--- config.mk ---
export PLATFORM = sky130hd
export DESIGN_NAME = sym_packer
export DESIGN_NICKNAME = d
export VERILOG_FILES = /design/src/rtl/sym_packer.sv
export SDC_FILE = /design/constraint.sdc
export NUM_CORES = 1
export LEC_CHECK = 0
export BUFFER_PORTS_ARGS = -buffer_cell sky130_fd_sc_hd__buf_2
export CAP_MARGIN = 30
export CELL_PAD_IN_SITES_DETAIL_PLACEMENT = 0
export CELL_PAD_IN_SITES_GLOBAL_PLACEMENT = 1
export CORE_ASPECT_RATIO = 0.75
export CORE_MARGIN = 5
export CORE_UTILIZATION = 42
export CTS_CLUSTER_DIAMETER = 80
export DETAILED_ROUTE_END_ITERATION = 8
export PLACE_DENSITY = 0.87
export SLEW_MARGIN = 20
export SYNTH_ARGS = -nofsm -noshare
export SYNTH_HDL_FRONTEND = slang
export SYNTH_SLANG_ARGS = --single-unit
--- constraint.sdc ---
create_clock -name clk -period 2.37 [get_ports clk]
set_input_delay 0.3555 -clock clk [delete_from_list [all_inputs] [get_ports clk]]
set_output_delay 0.3555 -clock clk [all_outputs]
set_load 0.01 [all_outputs]
--- src/rtl/sym_packer.sv ---
// 5-bit symbol to byte packer: rebuilds the MSB-first bitstream into bytes,
// zero-padding (PAD_BIT) and flagging the final byte of each frame.
module sym_packer #(
   parameter logic PAD_BIT = 1'b0
) (
   input  logic       clk,
   input  logic       rst_n,
   input  logic       in_valid,
   input  logic [4:0] in_data,
   input  logic       in_last,
   output logic       out_valid,
   output logic [7:0] out_data,
   output logic       out_last,
   output logic       busy,
   output logic       err
);

   localparam int unsigned SYM_W  = 5;
   localparam int unsigned BYTE_W = 8;
   localparam int unsigned ACC_W  = 12;
   localparam int unsigned CNT_W  = 4;

   typedef enum logic {
      S_RUN   = 1'b0,
      S_FLUSH = 1'b1
   } state_t;

   state_t              state_q, state_d;
   logic [ACC_W-1:0]    acc_q, acc_d;
   logic [CNT_W-1:0]    cnt_q, cnt_d;
   logic                out_valid_q, out_valid_d;
   logic [BYTE_W-1:0]   out_data_q, out_data_d;
   logic                out_last_q, out_last_d;
   logic                busy_q, busy_d;
   logic                err_q, err_d;

   logic [ACC_W-1:0]    acc_n;
   logic [CNT_W-1:0]    cnt_n;
   logic [CNT_W-1:0]    rem;

   // Place the n (1..8) lowest held bits at the top of a byte, fill the rest with PAD_BIT.
   function automatic logic [BYTE_W-1:0] left_align(input logic [ACC_W-1:0] bits,
                                                    input logic [CNT_W-1:0] n);
      logic [BYTE_W-1:0] body;
      logic [BYTE_W-1:0] pad;
      body = BYTE_W'(bits << (CNT_W'(BYTE_W) - n));
      pad  = PAD_BIT ? (8'hFF >> n) : 8'h00;
      return body | pad;
   endfunction

   assign acc_n = {acc_q[ACC_W-SYM_W-1:0], in_data};
   assign cnt_n = cnt_q + CNT_W'(SYM_W);
   assign rem   = cnt_n - CNT_W'(BYTE_W);

   always_ff @(posedge clk or negedge rst_n) begin
      if (!rst_n) begin
         state_q     <= S_RUN;
         acc_q       <= '0;
         cnt_q       <= '0;
         out_valid_q <= 1'b0;
         out_data_q  <= '0;
         out_last_q  <= 1'b0;
         busy_q      <= 1'b0;
         err_q       <= 1'b0;
      end else begin
         state_q     <= state_d;
         acc_q       <= acc_d;
         cnt_q       <= cnt_d;
         out_valid_q <= out_valid_d;
         out_data_q  <= out_data_d;
         out_last_q  <= out_last_d;
         busy_q      <= busy_d;
         err_q       <= err_d;
      end
   end

   always_comb begin
      state_d     = state_q;
      acc_d       = acc_q;
      cnt_d       = cnt_q;
      out_valid_d = 1'b0;
      out_data_d  = '0;
      out_last_d  = 1'b0;
      err_d       = err_q;

      case (state_q)
         S_RUN: begin
            if (in_valid) begin
               acc_d = acc_n;
               if (cnt_n >= CNT_W'(BYTE_W)) begin
                  out_valid_d = 1'b1;
                  out_data_d  = BYTE_W'(acc_n >> rem);
                  cnt_d       = rem;
                  if (in_last) begin
                     // A leftover tail needs one extra cycle to go out.
                     if (rem == '0) begin
                        out_last_d = 1'b1;
                     end else begin
                        state_d = S_FLUSH;
                     end
                  end
               end else if (in_last) begin
                  out_valid_d = 1'b1;
                  out_data_d  = left_align(acc_n, cnt_n);
                  out_last_d  = 1'b1;
                  cnt_d       = '0;
               end else begin
                  cnt_d = cnt_n;
               end
            end
         end
         S_FLUSH: begin
            out_valid_d = 1'b1;
            out_data_d  = left_align(acc_q, cnt_q);
            out_last_d  = 1'b1;
            cnt_d       = '0;
            state_d     = S_RUN;
            // Symbol offered while flushing is dropped and flagged.
            if (in_valid) begin
               err_d = 1'b1;
            end
         end
         default: begin
            state_d = S_RUN;
            cnt_d   = '0;
         end
      endcase

      busy_d = (state_d == S_FLUSH);
   end

   assign out_valid = out_valid_q;
   assign out_data  = out_data_q;
   assign out_last  = out_last_q;
   assign busy      = busy_q;
   assign err       = err_q;

endmodule

# Word level (Yosys, flattened, before mapping)
# Index checks and enable logic that the tools add are counted.
[totals] in_bits=9 reg_bits=28 output_inout_bits=12
[classes] n_shift=3 n_reduce_logical=3 n_lt_le_gt_ge=1 n_addsub=4 n_mux=22 n_bitwise=1 eq_ne=1
[ops] cell="8-bit 2-to-1 mux" n=3
[ops] cell="12-bit by 4-bit << shifter with 8-bit output" n=2
[ops] cell="8-bit case mux with 2 select lines" n=1
[ops] cell="4-bit 2-to-1 mux" n=3
[ops] cell="12-bit by 4-bit >> shifter with 8-bit output" n=1
[ops] cell="1-bit 2-to-1 mux" n=11
[ops] cell="4-bit case mux with 2 select lines" n=1
[ops] cell="4-bit subtractor, first input constant" n=2
[ops] cell="1-bit case mux with 2 select lines" n=3
[ops] cell="4-bit by 3-bit adder with 4-bit output, second input constant" n=1
[ops] cell="4-bit greater-or-equal comparator, second input constant" n=1
[ops] cell="4-bit zero test" n=1
[ops] cell="2-bit AND reduction" n=2
[ops] cell="4-bit subtractor, second input constant" n=1
[ops] cell="2-bit inequality test, second input constant" n=1
[ops] cell="1-bit inverter" n=1

# Logic depth before layout (Yosys ltp)
[logic_depth] depth_word=8 depth_mapped=10

# Worst setup path before layout
# No wires, ideal clock.
[synth_timing] path_kind="register -> register" startpoint="register cnt_q[0]" endpoint="register out_data_q[0], in the netlist out_data[0]" setup_time_ns=0.135 required_time_ns=2.235 path_slack_ns=0.131 path_buffers=3 path_stages_with_launch=10 synth_period_minus_slack_ns=2.239 arrival_time_ns=2.104 cell_sequence="dfrtp_1 buf_4 inv_1 buf_2 ha_1 buf_6 mux2_4 mux4_2 nand2b_1 o311ai_1"
[synth_between] elab_chain_cells=7 elab_cells_between_ends=12 cone_classes="4 x add/sub; 1 x order compare; 3 x shift; 4 x mux"
[synth_rtl] element="from (decl)" line_no="30" rtl="logic [CNT_W-1:0] cnt_q, cnt_d;"
[synth_rtl] element="from (signal assigned)" line_no="68" rtl="cnt_q <= cnt_d;"
[synth_rtl] element="4-bit by 3-bit adder with 4-bit output" line_no="52" rtl="assign cnt_n = cnt_q + CNT_W'(SYM_W);"
[synth_rtl] element="4-bit subtractor" line_no="46" rtl="body = BYTE_W'(bits << (CNT_W'(BYTE_W) - n));"
[synth_rtl] element="12-bit by 4-bit << shifter with 8-bit output" line_no="46"
[synth_rtl] element="8-bit 2-to-1 mux" line_no="102" rtl="end else if (in_last) begin"
[synth_rtl] element="8-bit 2-to-1 mux" line_no="90" rtl="if (cnt_n >= CNT_W'(BYTE_W)) begin"
[synth_rtl] element="8-bit 2-to-1 mux" line_no="88" rtl="if (in_valid) begin"
[synth_rtl] element="8-bit case mux with 2 select lines (*)" line_no="86" rtl="case (state_q)"
[synth_rtl] element="named net out_data_d[0]" line_no="32" rtl="logic [BYTE_W-1:0] out_data_q, out_data_d;"
[synth_rtl] element="to (signal assigned)" line_no="70" rtl="out_data_q <= out_data_d;"
[synth_rtl] element="to (decl)" line_no="32"
# The timed path passes the listed nets; every way through them passes the cells marked *.
# A chain may end at the register's enable or synchronous reset.

# Worst setup path in the final report
[layout_timing] startpoint="register cnt_q[1]" endpoint="register out_data_q[0], in the netlist out_data[0]"
# The elaborated chain is that of the path after synthesis.

==> qor.yml <==
clk_latency_ps: 270
yosysUniqueCellTypes: 50
status: "finished clean"
fin_crit_ps: 2120
dp_slack_ps: 262
crit_path_max_fanout: 39
clkPwrFrac_pct: 8.5
power_mw: 3.29
slew_viol_final: 0
hold-worst-slack_ps: 68.7
worst_pin_slew_ps: 662
io_pins: 21
gp_congestion: 0.893
async_reset_ff_share_pct: 100
intPower_mw: 1.79
overflow: 0
htree_num_levels: 1
slew-limit-headroom_pct: 55.6
fin_tns_setup_ps: 0
worst_slack_ps: 247
synth_simple_gate_area_share_pct: 16.2
cpPeakStageDelay_ps: 460
clkTransAtPathRegs_ps: 80
synthCells: 202
via_per_inst: 6.15
synthAdderAreaFrac_pct: 1.24
hpwl_mm: 3.54
cp.buffers_inverters: 2
dp.cells: 269
postPlaceCellArea_um2: 2150
drt_iter0_drc: 311
cp-start-kind: "flip-flop"
yosysWarnings: 0
synth-xor-area-share_pct: 2.10
grt_usage_pct: 16.1
fin_crit_sh_pct: 89.6
cts_root_buffer: "clkbuf_8"
diodes: 0
ir_worst_vdd_uv: 679
synth_top_family_by_area: "multiplexers"
clock_sinks: 24
wire_per_inst_um: 18.0
stdcell_count: 273
wl_mm: 4.91
drt_first_pass_iters: 4
die-width_um: 90.2
syn2layout_area_growth_pct: 8.90
synth_compound_area_share_pct: 17.4
clk_path_buf_depth: 2
die_area_um2: 6320
cp_cell_sequence: "inv_1 > ha_1 > buf_12 > mux2_2 > mux4_2 > nand2b_1 > o311ai_1"
grt_pass1_vias: 1521
synthFlopType: "dfrtp_1"
grt_first_pass_wirelength_mm: 8.27
seqPwrFrac_pct: 20.8
setup_viol: 0
holdBufCountCts: 0
r2r_slack_ps: 250
fmax_mhz: 471
tritoncts: "done"
post-cts-setup-buffer-count: 0
clock-skew-final_ps: 3.10
combPwrFrac_pct: 70.7
critPathArrivalTime_ps: 2260
r2r-start: "cnt_q[1]"
syn_area_per_cell_um2: 10.0
critPathCaptureType: "flip-flop"
initial_utilization_pct: 44.3
fp.dieH_um: 70.1
route.detailed.drc: 0
power.leakage_nw: 0.909
layout-drive-gt1-share_pct: 30.1
synth_edf_count: 0
p_per_area_nw_per_um2: 1490
final_util_pct: 48.2
worstRegToRegCells: 7
grt_max_degree: 40
ys_seq_elements: 24
ctsResizeCount: 0
drv_cap: 0
synth_nets: 213
rsz0062_at_grt: "false"
muxShareOfSynthArea_pct: 26.6
hold_violations: 0
fin_area_um2: 2200
slowest_stage: "mux4_2"
ys_seq_area_share_pct: 29.7
vias: 1679
detail-route-antenna-nets: 0
finish.net_count: 228
worstSetupPathType: "reg2reg"
rows: 21
cpLargestDelayFamily: "multiplexers"
numCtsBuffers: 3
cp_data_required_time_ps: 2510
r2r-end: "out_data[0]"
syn-cell-area_um2: 2020
antenna_found_initial: 0
swShare_pct: 45.5
core_area_um2: 4570
p_sw_mw: 1.49
port_buffers: 20
min_path_type: "in2async"
[metal layers]
| metal | global-route usage [%] | up-vias | wire length [um] |
|---|---|---|---|
| met5 | 0 | - | 0 |
| met4 | 2.81 | 0 | 44 |
| met3 | 3.22 | 4 | 462 |
| met2 | 21.9 | 77 | 2010 |
| met1 | 25.9 | 805 | 2390 |
| li1 | - | 793 | - |
[worst reg2reg max path: stages (launching register included)]
cell	delay (ps)
dfrtp_1	350
inv_1	60
ha_1	320
buf_12	230
mux2_2	400
mux4_2	460
nand2b_1	80
o311ai_1	90
[power by group through the flow]
stage	registers (mW)	logic [mW]	clock network, mW
2_1_floorplan	0.664	1.90	0
3_3_place_gp	0.681	2.27	0
3_5_place_dp	0.691	2.28	0
4_1_cts	0.682	2.30	0.287
5_1_grt	0.709	2.52	0.304
6_report	0.683	2.32	0.279
[cell usage after synthesis (all sizes together) (2+ instances only)]
cell type   n  area (um^2)
and3b       2         17.5
nand2      15         56.3
xnor2       3         26.3
nand2b     11         68.8
a311o       3         30.0
nor3        3         15.0
ha          2         25.0
o311ai      2         25.0
a31oi       3         18.8
nor3b       2         15.0
clkbuf      4         15.0
a21o        3         22.5
dfrtp      24          601
nor2       15         56.3
o221ai      5         43.8
o211ai      9         67.6
mux2i      10          100
nand3       4         20.0
a21oi       8         43.8
buf        14          104
mux4        9          206
nand3b      2         15.0
o2bb2ai     2         17.5
o21ai       5         25.0
mux2       20          233
inv         5         18.8
[cells by family (layout without fill, tap and decap cells)]
family          after synthesis  count (layout)
simple gates                 63              63
compound gates               47              47
mux                          39              39
flops                        24              24
buf+inv                      23              37
xor+xnor                      4               4
fa+ha+maj                     2               2
[how the worst max path moves through the flow]
| stage | from | endpoint | depth (start not counted) |
|---|---|---|---|
| 4_1_cts | cnt_q[1] | out_data[0] | 7 |
| 5_1_grt | cnt_q[0] | out_data[0] | 7 |
| 2_1_floorplan | cnt_q[0] | out_data[0] | 9 |
| 6_report | cnt_q[1] | out_data[0] | 7 |
| 3_5_place_dp | cnt_q[1] | out_data[0] | 7 |
| 3_3_place_gp | cnt_q[1] | out_data[0] | 7 |
[state kept, by name, indices dropped and copies added, names as in the netlist]
| signal | count |
|---|---|
| acc_q | 8 |
| busy | 1 |
| cnt_q | 4 |
| err | 1 |
| out_data | 8 |
| out_last | 1 |
| out_valid | 1 |
[final cells by class]
type | instances | area (um^2)
clock buffer | 4 | 55.1
fill | 443 | 2370
inverter | 5 | 18.8
multi-input combinational | 155 | 1290
sequential | 24 | 601
tap | 57 | 71.3
timing repair buffer | 28 | 173
[cells in the final DEF (no fill, tap or decap), types with 2 or more instances in the layout]
cell / n
o21ai_0: 5
mux2_4: 2
nor3_1: 3
o2bb2ai_1: 2
o221ai_1: 5
mux2i_1: 10
dfrtp_1: 24
ha_1: 2
buf_2: 20
nor3b_1: 2
nand3b_1: 2
nand3_1: 4
mux2_2: 18
nor2_1: 15
nand2_1: 15
clkbuf_8: 4
nand2b_1: 11
buf_4: 7
a31oi_1: 3
and3b_1: 2
a311o_1: 3
o211ai_1: 9
xnor2_1: 3
mux4_2: 8
inv_1: 5
a21oi_1: 7
a21o_1: 3
No activity file was read; power rests on OpenSTA's default activity.
